===== config.mk =====
export PLATFORM = sky130hd
export DESIGN_NAME = fde_datapath
export DESIGN_NICKNAME = d
export VERILOG_FILES = /design/src/rtl/fde_pkg.sv /design/src/rtl/fde_alu.sv /design/src/rtl/fde_datapath.sv
export SDC_FILE = /design/constraint.sdc
export NUM_CORES = 1
export LEC_CHECK = 0
export ABC_AREA = 1
export CAP_MARGIN = 20
export CORE_MARGIN = 2
export CORE_UTILIZATION = 35
export DETAILED_ROUTE_END_ITERATION = 10
export SYNTH_ARGS = -nofsm -noshare
export SYNTH_HDL_FRONTEND = slang
export SYNTH_SLANG_ARGS = --single-unit
export TNS_END_PERCENT = 100

===== constraint.sdc =====
create_clock -name clock -period 6.6 [get_ports clock]
set_clock_uncertainty 0.2 [all_clocks]
set_input_delay 1.32 -clock clock [delete_from_list [all_inputs] [get_ports clock]]
set_output_delay 1.32 -clock clock [all_outputs]
set_load 0.1 [all_outputs]

===== src/rtl/fde_pkg.sv =====
// Shared definitions for the fetch/decode/execute datapath:
// ALU op codes, forwarding select codes and instruction field positions.
package fde_pkg;

    typedef enum logic [2:0] {
        ALU_ADD  = 3'b000,
        ALU_SUB  = 3'b001,
        ALU_AND  = 3'b010,
        ALU_OR   = 3'b011,
        ALU_XOR  = 3'b100,
        ALU_SHL  = 3'b101,
        ALU_SHR  = 3'b110,
        ALU_PASS = 3'b111
    } alu_op_e;

    localparam logic [1:0] FWD_REG  = 2'b00;
    localparam logic [1:0] FWD_WB   = 2'b01;
    localparam logic [1:0] FWD_M    = 2'b10;
    localparam logic [1:0] FWD_REG3 = 2'b11;

    localparam int OPC_MSB = 23;
    localparam int OPC_LSB = 20;
    localparam int RD_MSB  = 19;
    localparam int RD_LSB  = 16;
    localparam int RS1_MSB = 15;
    localparam int RS1_LSB = 12;
    localparam int RS2_MSB = 11;
    localparam int RS2_LSB = 8;
    localparam int IMM_MSB = 11;
    localparam int IMM_W   = 12;

endpackage


===== src/rtl/fde_alu.sv =====
// Execute-stage ALU: operand-B select, arithmetic/logic/shift ops
// and NZVC flag generation.
module fde_alu
    import fde_pkg::*;
#(
    parameter int WIDTH = 16
)(
    input  logic [WIDTH-1:0] i_a,
    input  logic [WIDTH-1:0] i_fwd2,
    input  logic [WIDTH-1:0] i_imm,
    input  logic             i_b_sel_imm,
    input  logic [2:0]       i_alu_control,
    output logic [WIDTH-1:0] o_result,
    output logic             o_n,
    output logic             o_z,
    output logic             o_v,
    output logic             o_c
);

    localparam int M = WIDTH - 1;

    logic [WIDTH-1:0] w_b;
    logic [WIDTH:0]   w_add;
    logic [WIDTH:0]   w_sub;
    logic [WIDTH-1:0] w_res;
    logic             w_v;
    logic             w_c;

    assign w_b   = i_b_sel_imm ? i_imm : i_fwd2;
    assign w_add = {1'b0, i_a} + {1'b0, w_b};
    // SUB is A + ~B + 1 so the carry out means "no borrow"
    assign w_sub = {1'b0, i_a} + {1'b0, ~w_b}
                 + {{WIDTH{1'b0}}, 1'b1};

    // Operation select; carry/overflow only meaningful for ADD/SUB
    always_comb begin
        w_res = '0;
        w_v   = 1'b0;
        w_c   = 1'b0;
        case (alu_op_e'(i_alu_control))
            ALU_ADD: begin
                w_res = w_add[M:0];
                w_c   = w_add[WIDTH];
                w_v   = (i_a[M] == w_b[M]) && (w_add[M] != i_a[M]);
            end
            ALU_SUB: begin
                w_res = w_sub[M:0];
                w_c   = w_sub[WIDTH];
                w_v   = (i_a[M] != w_b[M]) && (w_sub[M] != i_a[M]);
            end
            ALU_AND:  w_res = i_a & w_b;
            ALU_OR:   w_res = i_a | w_b;
            ALU_XOR:  w_res = i_a ^ w_b;
            ALU_SHL:  w_res = i_a << w_b[3:0];
            ALU_SHR:  w_res = i_a >> w_b[3:0];
            ALU_PASS: w_res = w_b;
            default:  w_res = '0;
        endcase
    end

    assign o_result = w_res;
    assign o_n      = w_res[M];
    assign o_z      = (w_res == '0);
    assign o_v      = w_v;
    assign o_c      = w_c;

endmodule


===== src/rtl/fde_datapath.sv =====
// Fetch/decode/execute datapath: PC, 16-entry register file with
// write-through bypass, field decode, forwarding muxes and the ALU.
module fde_datapath
    import fde_pkg::*;
#(
    parameter int WIDTH            = 16,
    parameter int REGNUM           = 16,
    parameter int ADDRESSWIDTH     = 4,
    parameter int OPCODEWIDTH      = 4,
    parameter int INSTRUCTIONWIDTH = 24
)(
    input  logic                        clock,
    input  logic                        reset,
    input  logic                        pc_enable,
    input  logic                        take_branch,
    input  logic [WIDTH-1:0]            branch_target,
    output logic [WIDTH-1:0]            pc,
    input  logic [INSTRUCTIONWIDTH-1:0] instruction_d,
    input  logic [WIDTH-1:0]            pc_d,
    input  logic                        obtain_pc_as_r1,
    input  logic                        wb_write_enable,
    input  logic [ADDRESSWIDTH-1:0]     wb_address,
    input  logic [WIDTH-1:0]            wb_data,
    output logic [WIDTH-1:0]            reg1_content_d,
    output logic [WIDTH-1:0]            reg2_content_d,
    output logic [WIDTH-1:0]            immediate_d,
    output logic [ADDRESSWIDTH-1:0]     rd_address_d,
    output logic [ADDRESSWIDTH-1:0]     rs1_address_d,
    output logic [ADDRESSWIDTH-1:0]     rs2_address_d,
    output logic [OPCODEWIDTH-1:0]      opcode_d,
    input  logic [WIDTH-1:0]            reg1_content_e,
    input  logic [WIDTH-1:0]            reg2_content_e,
    input  logic [WIDTH-1:0]            immediate_e,
    input  logic [WIDTH-1:0]            forward_m,
    input  logic [WIDTH-1:0]            forward_wb,
    input  logic [2:0]                  alu_control_e,
    input  logic                        data2_selector_e,
    input  logic [1:0]                  data1_forward_sel_e,
    input  logic [1:0]                  data2_forward_sel_e,
    output logic [WIDTH-1:0]            alu_result_e,
    output logic [WIDTH-1:0]            store_data_e,
    output logic                        n_e,
    output logic                        z_e,
    output logic                        v_e,
    output logic                        c_e
);

    logic [WIDTH-1:0]        r_pc;
    logic [WIDTH-1:0]        r_regs [REGNUM];
    logic [ADDRESSWIDTH-1:0] w_rs1;
    logic [ADDRESSWIDTH-1:0] w_rs2;
    logic [WIDTH-1:0]        w_rd1;
    logic [WIDTH-1:0]        w_rd2;
    logic [WIDTH-1:0]        w_fwd1;
    logic [WIDTH-1:0]        w_fwd2;

    // PC: branch wins even while stalled, else increment when enabled
    always_ff @(posedge clock or negedge reset) begin
        if (!reset) begin
            r_pc <= '0;
        end else if (take_branch) begin
            r_pc <= branch_target;
        end else if (pc_enable) begin
            r_pc <= r_pc + {{(WIDTH-1){1'b0}}, 1'b1};
        end
    end

    assign pc = r_pc;

    // Register file write port; every register is general purpose
    always_ff @(posedge clock or negedge reset) begin
        if (!reset) begin
            for (int i = 0; i < REGNUM; i++) begin
                r_regs[i] <= '0;
            end
        end else if (wb_write_enable) begin
            r_regs[wb_address] <= wb_data;
        end
    end

    assign w_rs1 = instruction_d[RS1_MSB:RS1_LSB];
    assign w_rs2 = instruction_d[RS2_MSB:RS2_LSB];

    // Read ports with write-through bypass so same-cycle reads see wb_data
    always_comb begin
        w_rd1 = r_regs[w_rs1];
        w_rd2 = r_regs[w_rs2];
        if (wb_write_enable && wb_address == w_rs1) begin
            w_rd1 = wb_data;
        end
        if (wb_write_enable && wb_address == w_rs2) begin
            w_rd2 = wb_data;
        end
    end

    assign reg1_content_d = obtain_pc_as_r1 ? pc_d : w_rd1;
    assign reg2_content_d = w_rd2;
    assign opcode_d       = instruction_d[OPC_MSB:OPC_LSB];
    assign rd_address_d   = instruction_d[RD_MSB:RD_LSB];
    assign rs1_address_d  = w_rs1;
    assign rs2_address_d  = w_rs2;
    assign immediate_d    = {{(WIDTH-IMM_W){instruction_d[IMM_MSB]}},
                             instruction_d[IMM_MSB:0]};

    // Forwarding muxes; both 00 and 11 fall back to register content
    always_comb begin
        w_fwd1 = reg1_content_e;
        w_fwd2 = reg2_content_e;
        case (data1_forward_sel_e)
            FWD_WB:  w_fwd1 = forward_wb;
            FWD_M:   w_fwd1 = forward_m;
            default: w_fwd1 = reg1_content_e;
        endcase
        case (data2_forward_sel_e)
            FWD_WB:  w_fwd2 = forward_wb;
            FWD_M:   w_fwd2 = forward_m;
            default: w_fwd2 = reg2_content_e;
        endcase
    end

    assign store_data_e = w_fwd2;

    fde_alu #(
        .WIDTH (WIDTH)
    ) u_alu (
        .i_a           (w_fwd1),
        .i_fwd2        (w_fwd2),
        .i_imm         (immediate_e),
        .i_b_sel_imm   (data2_selector_e),
        .i_alu_control (alu_control_e),
        .o_result      (alu_result_e),
        .o_n           (n_e),
        .o_z           (z_e),
        .o_v           (v_e),
        .o_c           (c_e)
    );

endmodule


==> results of run 1 <==
## power groups by stage
stage	sequential [µW]	combinational, µW	clock [µW]
3_5_place_dp	2240	2940	0
3_3_place_gp	2240	2920	0
5_1_grt	2270	3350	1900
4_1_cts	2220	2950	1830
2_1_floorplan	2260	1850	0
6_report	2230	3090	1800
## what timing repair did
| item | CTS | global route |
|---|---|---|
| setup endpoints to repair | 2 | 14 |
| setup buffers | 2 | 8 |
| resized for setup | 5 | 99 |
| pin swaps | 0 | 26 |
## through the flow
step,cells,util (%)
after floorplan,3111,-
after global placement,4068,43.2
after detailed placement,4068,43.2
after CTS,4126,45.0
after global routing,4134,45.8
final,4134,45.8
## flip-flops by register name, summed over array words and instances, names as in the netlist
register / count
r_regs: 256
pc: 16
## worst max path at each step
stage | slack, ps | end | depth (start not counted) | start
2_1_floorplan | 2 | alu_result_e[15] | 26 | data2_forward_sel_e[0]
3_3_place_gp | -50 | z_e | 24 | data2_forward_sel_e[0]
3_5_place_dp | -90 | z_e | 27 | data2_forward_sel_e[0]
4_1_cts | 5 | c_e | 21 | data2_forward_sel_e[0]
5_1_grt | -10 | z_e | 26 | data1_forward_sel_e[0]
6_report | 160 | z_e | 27 | data1_forward_sel_e[0]
## layout make-up
cell class	count	area [µm²]	share of cell area (%)
multi-input cells	2310	12000	45.4
flip-flops and latches	272	6810	25.7
repair buffers	460	4630	17.5
inverters	271	1030	3.89
clock buffers	50	981	3.70
well taps	765	957	3.61
clock inverters	6	66.3	0.250
## cell families (layout without fill, tap and decap cells)
family	after synthesis	count (layout)	share of synthesized area, %
flip-flops	272	272	33.0
AO/OA/AOI/OAI	1042	1042	27.6
buffers and inverters	529	787	10.9
AND/OR/NAND/NOR	1194	1194	24.2
XOR/XNOR	18	18	0.765
adder cells (fa/ha/maj)	56	56	3.47
## critical path, delay by kind of cell
| kind | cells | cell delay, ps |
|---|---|---|
| buffers and inverters | 10 | 1400 |
| AO/OA/AOI/OAI | 3 | 410 |
| AND/OR/NAND/NOR | 12 | 1200 |
| adder cells (fa/ha/maj) | 2 | 580 |
## routing by layer
metal  wire length (µm)  vias up  track usage, %  part of all wire (%)
met4               3470        0            11.4                   4.1
met3               7670      189            3.83                   9.0
met5                  0        -               0                     0
met2              37900     1189            43.2                    44
met1              36300    10900            38.1                    43
li1                   -    10900               -                     -
## layout by cell type, fill, tap and decap left out, types with 4 or more instances in the layout
master | Yosys | final
nand2_1 | 694 | 675
o21ai_0 | 624 | 616
dfrtp_1 | 272 | 272
inv_1 | 256 | 248
nand3_1 | 238 | 237
buf_4 | 38 | 223
a21oi_1 | 222 | 204
nor2_1 | 196 | 184
clkdlybuf4s50_1 | 0 | 171
o211ai_1 | 72 | 72
buf_12 | 0 | 59
ha_1 | 54 | 37
clkbuf_16 | 0 | 34
a211oi_1 | 31 | 31
nand2_2 | 9 | 28
xor2_1 | 17 | 17
nand4_1 | 16 | 16
a31oi_1 | 16 | 16
inv_2 | 8 | 14
o21ai_1 | 14 | 14
ha_4 | 0 | 14
o21ai_2 | 10 | 13
nor2_2 | 2 | 13
o22ai_1 | 13 | 13
a21oi_2 | 0 | 11
nor3_1 | 10 | 10
o32ai_1 | 10 | 10
clkbuf_1 | 165 | 9
o221ai_1 | 8 | 8
o21ai_4 | 2 | 7
a21oi_4 | 0 | 7
clkbuf_8 | 0 | 7
or2_2 | 6 | 6
or2_1 | 6 | 6
nand3_2 | 5 | 6
clkinv_1 | 6 | 6
a22o_1 | 4 | 4
or2_0 | 4 | 4
clkinv_2 | 0 | 4
==> metrics.txt, run 1 <==
outcome=finished, final reports clean; die footprint=about 61000 µm²; Die Wd=~250 µm; WS Path Type=input port to output pin; Vias/cell=5.60; CP Launch Type=input port; Post-DP Area=25000 µm²; std cell rows=88; initial antenna violation count=0; top_reg_cell synth=dfrtp_1; pre-CTS setup slack=-85.8 ps; final total power=a little over 7000 µW; # hold bufs at CTS=0; fraction of registers with async set/reset=100%; Logic pwr share=43.4%; Leak=0.0121 µW; routed wire length=~85 mm; FF-to-FF Start=pc[0]; Detail Route Antenna Nets=0; setup TNS=0 ps; Synth area leader=dfrtp_1; WL/cell=between 20 and 25 µm; routability cong.=approximately 0.98; Fin. Hold Viols=0; Syn Std Cell Area=just over 20000 µm²; Post-synth EDFFs=0; Seq/Total Area, Yosys=approximately 33%; Critical R2R Capture=pc[14]; most numerous cell in the Yosys netlist=nand2_1; DP HPWL=~58 mm; Clk pwr share=25.3%; DR iter-0 viols=~2500; clk sinks=around 270; Root Driver=clkbuf_16; worst skew pair latency=approximately 540 ps; Max Clk Rate=between 150 and 200 MHz; Port Buffer Count=around 250; global route overflow=0; Worst EP arrival=~5000 ps; CTS tree=built; pin count of the biggest net entering global routing=between 150 and 200; nets@finish=~3600; Synthesis Warnings=0; final setup margin=160 ps; commonest cells in the netlist=nand2_1, o21ai_0, dfrtp_1; cell mode on critical path=nand2_1; WHS Endpoint=r_regs[34]; Post-route DRC=0; 1st-pass router iterations=6; hold slack=~280 ps; Yosys top cell area share=about 33%; number of global-route vias before repair=21500; hold path start=r_regs[34]; relative max-transition margin=between 20 and 25%; die height=between 200 and 250 µm; CP Capture Type=output pin; Mapped Avg Cell Area=between 6 and 7 µm²; flop2flop setup slack=around 4300 ps; register bit total from synthesis=approximately 270; Cells after Synth=about 3100; crit-path max cell delay=around 490 ps; Int Power=between 4000 and 5000 µW; layout cells sized above 1=between 10% and 20%; max-cap violations=0; switching power=between 2000 and 3000 µW; R2R cell count=9; final setup fails=0; Clock Path Buffers=3; core area=57900 µm²; peak supply drop=0.190 mV; Flop pwr share=31.3%; # H-tree levels=2; Syn Nets=around 3300; fin. max-slew vios=0; WHS Path Cells=2; Critical Path RT=between 5000 and 6000 ps; Fill cells=6051; Final min period=~6400 ps; first-pass GRT wire length=around 130 mm; synthesis-to-layout area growth=28.6%; synth top area cells=dfrtp_1, o21ai_0, nand2_1; GR Util All Layers=roughly 28%; worst-margin pin slew=around 1200 ps; Finished Cell Area=between 20000 and 30000 µm²; Tcrit/Tclk final=between 90 and 100%; via count=between 20000 and 25000; CTS Buf Count=34; PD cells=about 270 nW/µm²; starting density of the core=35.6%; Worst path slowest cell=clkdlybuf4s50_1; number of top-level pins=approximately 290; Critical Path Fanout Max=18; switching share of power=between 40% and 50%; Min-Delay Path Class=register to register; Ant. Diodes=0; Reg clk slew, reported paths=50 ps; Yosys cell types=between 50 and 60
Power figures use the tool's default switching activity.
==> run 2: changes to the inputs <==
CTS_CLUSTER_SIZE = 12   (was not set)
SETUP_SLACK_MARGIN = 0.4   (was not set)
==> run 2 against run 1 <==
Against the previous run: combinational power rose by 3%; final area rose by 2.4%; first-iteration DRC count fell by 0.71%; maximum frequency rose by 6.7%; global-route usage fell by 0.052 points; register-to-register slack barely moved; utilization rose by 1.1 points; clock power rose by 13%; critical path depth fell by 5; critical endpoint is now alu_result_e[9]; largest cell class unchanged.
==> metrics.txt, run 2 (same netlist as run 1, synthesis figures left out) <==
outcome=finished, final reports clean; # H-tree levels=2 (unchanged); Clk pwr share=27.4% (+2.1 points); unrepaired setup endpoints after global routing=false; layout cells sized above 1=16.5% (+2.5 points); die height=247 µm (unchanged); hold slack=280 ps (-1.54 ps); core area=57900 µm² (unchanged); Core Util, Final=46.9% (+1.1 points); final setup fails=0 (unchanged); WL/cell=20.5 µm (-0.89%); relative max-transition margin=29.2% (+7.7 points); first-pass GRT wire length=129 mm (-0.11%); global route overflow=0 (unchanged); Post-route DRC=0 (unchanged); most common cell after layout, fill and taps aside=nand2_1; Logic pwr share=42.7% (-0.7 points); peak supply drop=0.232 mV (+22%); commonest cells after routing, fill and taps aside=nand2_1, o21ai_0, dfrtp_1; nets@finish=3596 (+0.59%); Min-Delay Path Class=register to register; crit-path max cell delay=320 ps (-170 ps); 1st-pass router iterations=6 (unchanged); routability cong.=0.995 (+1.1%); Reg clk slew, reported paths=50 ps (about the same); GR Util All Layers=27.5% (-0.052 points); Int Power=4420 µW (+5.8%); switching power=3020 µW (+2.9%); synthesis-to-layout area growth=31.7%; CTS Buf Count=35 (+2.9%); crit-path cells=clkbuf_2, inv_6, ha_4, inv_6, buf_4, o211ai_1, nand2_2, inv_1, ha_4, buf_4, nor2_1, a21oi_2, o21ai_2, nand2_1, nand2_1, nand2_1, a21oi_2, nor2_2, buf_4, buf_4, inv_1, buf_12; Ant. Diodes=0 (unchanged); max reg flops=256 (unchanged); Clock Path Buffers=3 (unchanged); Worst EP arrival=4520 ps (-400 ps); Worst path slowest cell=ha_4; Flop pwr share=29.9% (-1.4 points); switching share of power=40.6% (-0.67 points); Critical Path RT=5080 ps (about the same); Critical Path Fanout Max=13 (-5); starting density of the core=35.6% (unchanged); routed wire length=85.1 mm (-0.29%); cell mode on critical path=buf_4; Port Buffer Count=253 (unchanged); Die Wd=247 µm (unchanged); die footprint=60900 µm² (unchanged); Largest Register=r_regs; DP HPWL=57.4 mm (-1.4%); fin. max-slew vios=0 (unchanged); # hold bufs at CTS=0 (unchanged); worst-margin pin slew=1060 ps (-114 ps); Fin. Hold Viols=0 (unchanged); Leak=0.0123 µW (+2.1%); number of global-route vias before repair=21200 (-1.1%); Tcrit/Tclk final=91.5% (-6.1 points); CP Launch Type=input port; std cell rows=88 (unchanged); Vias/cell=5.52 (-1.3%); CP Capture Type=output pin; CTS tree=built; initial antenna violation count=1 (+1); final total power=7440 µW (+4.6%); number of top-level pins=286 (unchanged); WS Path Type=input port to output pin; via count=23000 (-0.72%); Final min period=6040 ps (-403 ps); Detail Route Antenna Nets=0 (unchanged); pin count of the biggest net entering global routing=115 (-32%); Max Clk Rate=166 MHz (+6.7%); worst skew pair latency=560 ps (+20 ps); max-cap violations=0 (unchanged); PD cells=274 nW/µm² (+2.2%); clk sinks=272 (unchanged); Root Driver=clkbuf_16; DR iter-0 viols=2506 (-0.71%)
## run 2: cell types whose count changed in the layout (fill, tap and decap cells not counted), sizes merged
cell | before | now
buf | 287 | 307
bufinv | 1 | 4
clkbuf | 51 | 53
clkdlybuf4s50 | 171 | 167
clkinv | 11 | 15
## run 2: metrics by stage
stage	instance area [µm²]	setup TNS, ps	std cells	worst slack (ps)
detailed placement	25000	-85.3	4061	-52.9
global placement	25000	-71.0	4061	-71.0
finish	27100	0	4159	563
floorplan	20800	0	3111	122
CTS	26800	0	4143	428
global route	27100	0	4159	377
## run 2: area by class of cell
type                            instances  area, µm²
Clock buffer                           49       1040
Clock inverter                         12        181
Fill cell                            5954      30800
Inverter                              271       1040
Multi-Input combinational cell       2310      12300
Sequential cell                       272       6810
Tap cell                              765        957
Timing Repair Buffer                  479       4800
Timing Repair inverter                  1       5.00
## run 2: final timing paths
kind	start	end	slack, ps	cells past startpoint
max in group asynchronous	reset	r_regs[100]	4320	2
min in group asynchronous	reset	r_regs[45]	640	1
setup reg to reg	pc[0]	pc[14]	4330	9
setup / recovery	data2_forward_sel_e[0]	alu_result_e[9]	560	22
hold reg to reg	r_regs[40]	r_regs[40]	280	2
hold / removal	r_regs[40]	r_regs[40]	280	2
## run 2: timing repair
item | CTS | global route
buffers inserted | 20 | 15
setup endpoints to repair | 15 | 11
pin swaps | 30 | 49
cloned | 1 | 1
gates resized for setup | 96 | 78
## run 2: power groups by stage
stage	Combinational (µW)	Sequential, µW	Clock (µW)
after floorplan	1860	2260	0
after global placement	2920	2240	0
after detailed placement	2930	2240	0
after CTS	3060	2220	2060
after global routing	3440	2270	2130
final	3170	2230	2040
## run 2: metal layers
layer  track usage (%)  routed length (µm)  vias to the layer above
met5                 0                  13                        -
met1              38.5               37000                    10800
met2              43.0               37500                     1085
met3              4.87                7810                      160
met4              8.72                2900                        2
li1                  -                   -                    11000
## run 2: worst max-delay path: cells and delay by family
kind                       cells  cell delay, ps
and+or+nand+nor                6             600
adders and majority gates      2             560
buffers and inverters         10            1200
AOI/OAI and AO/OA              4             830
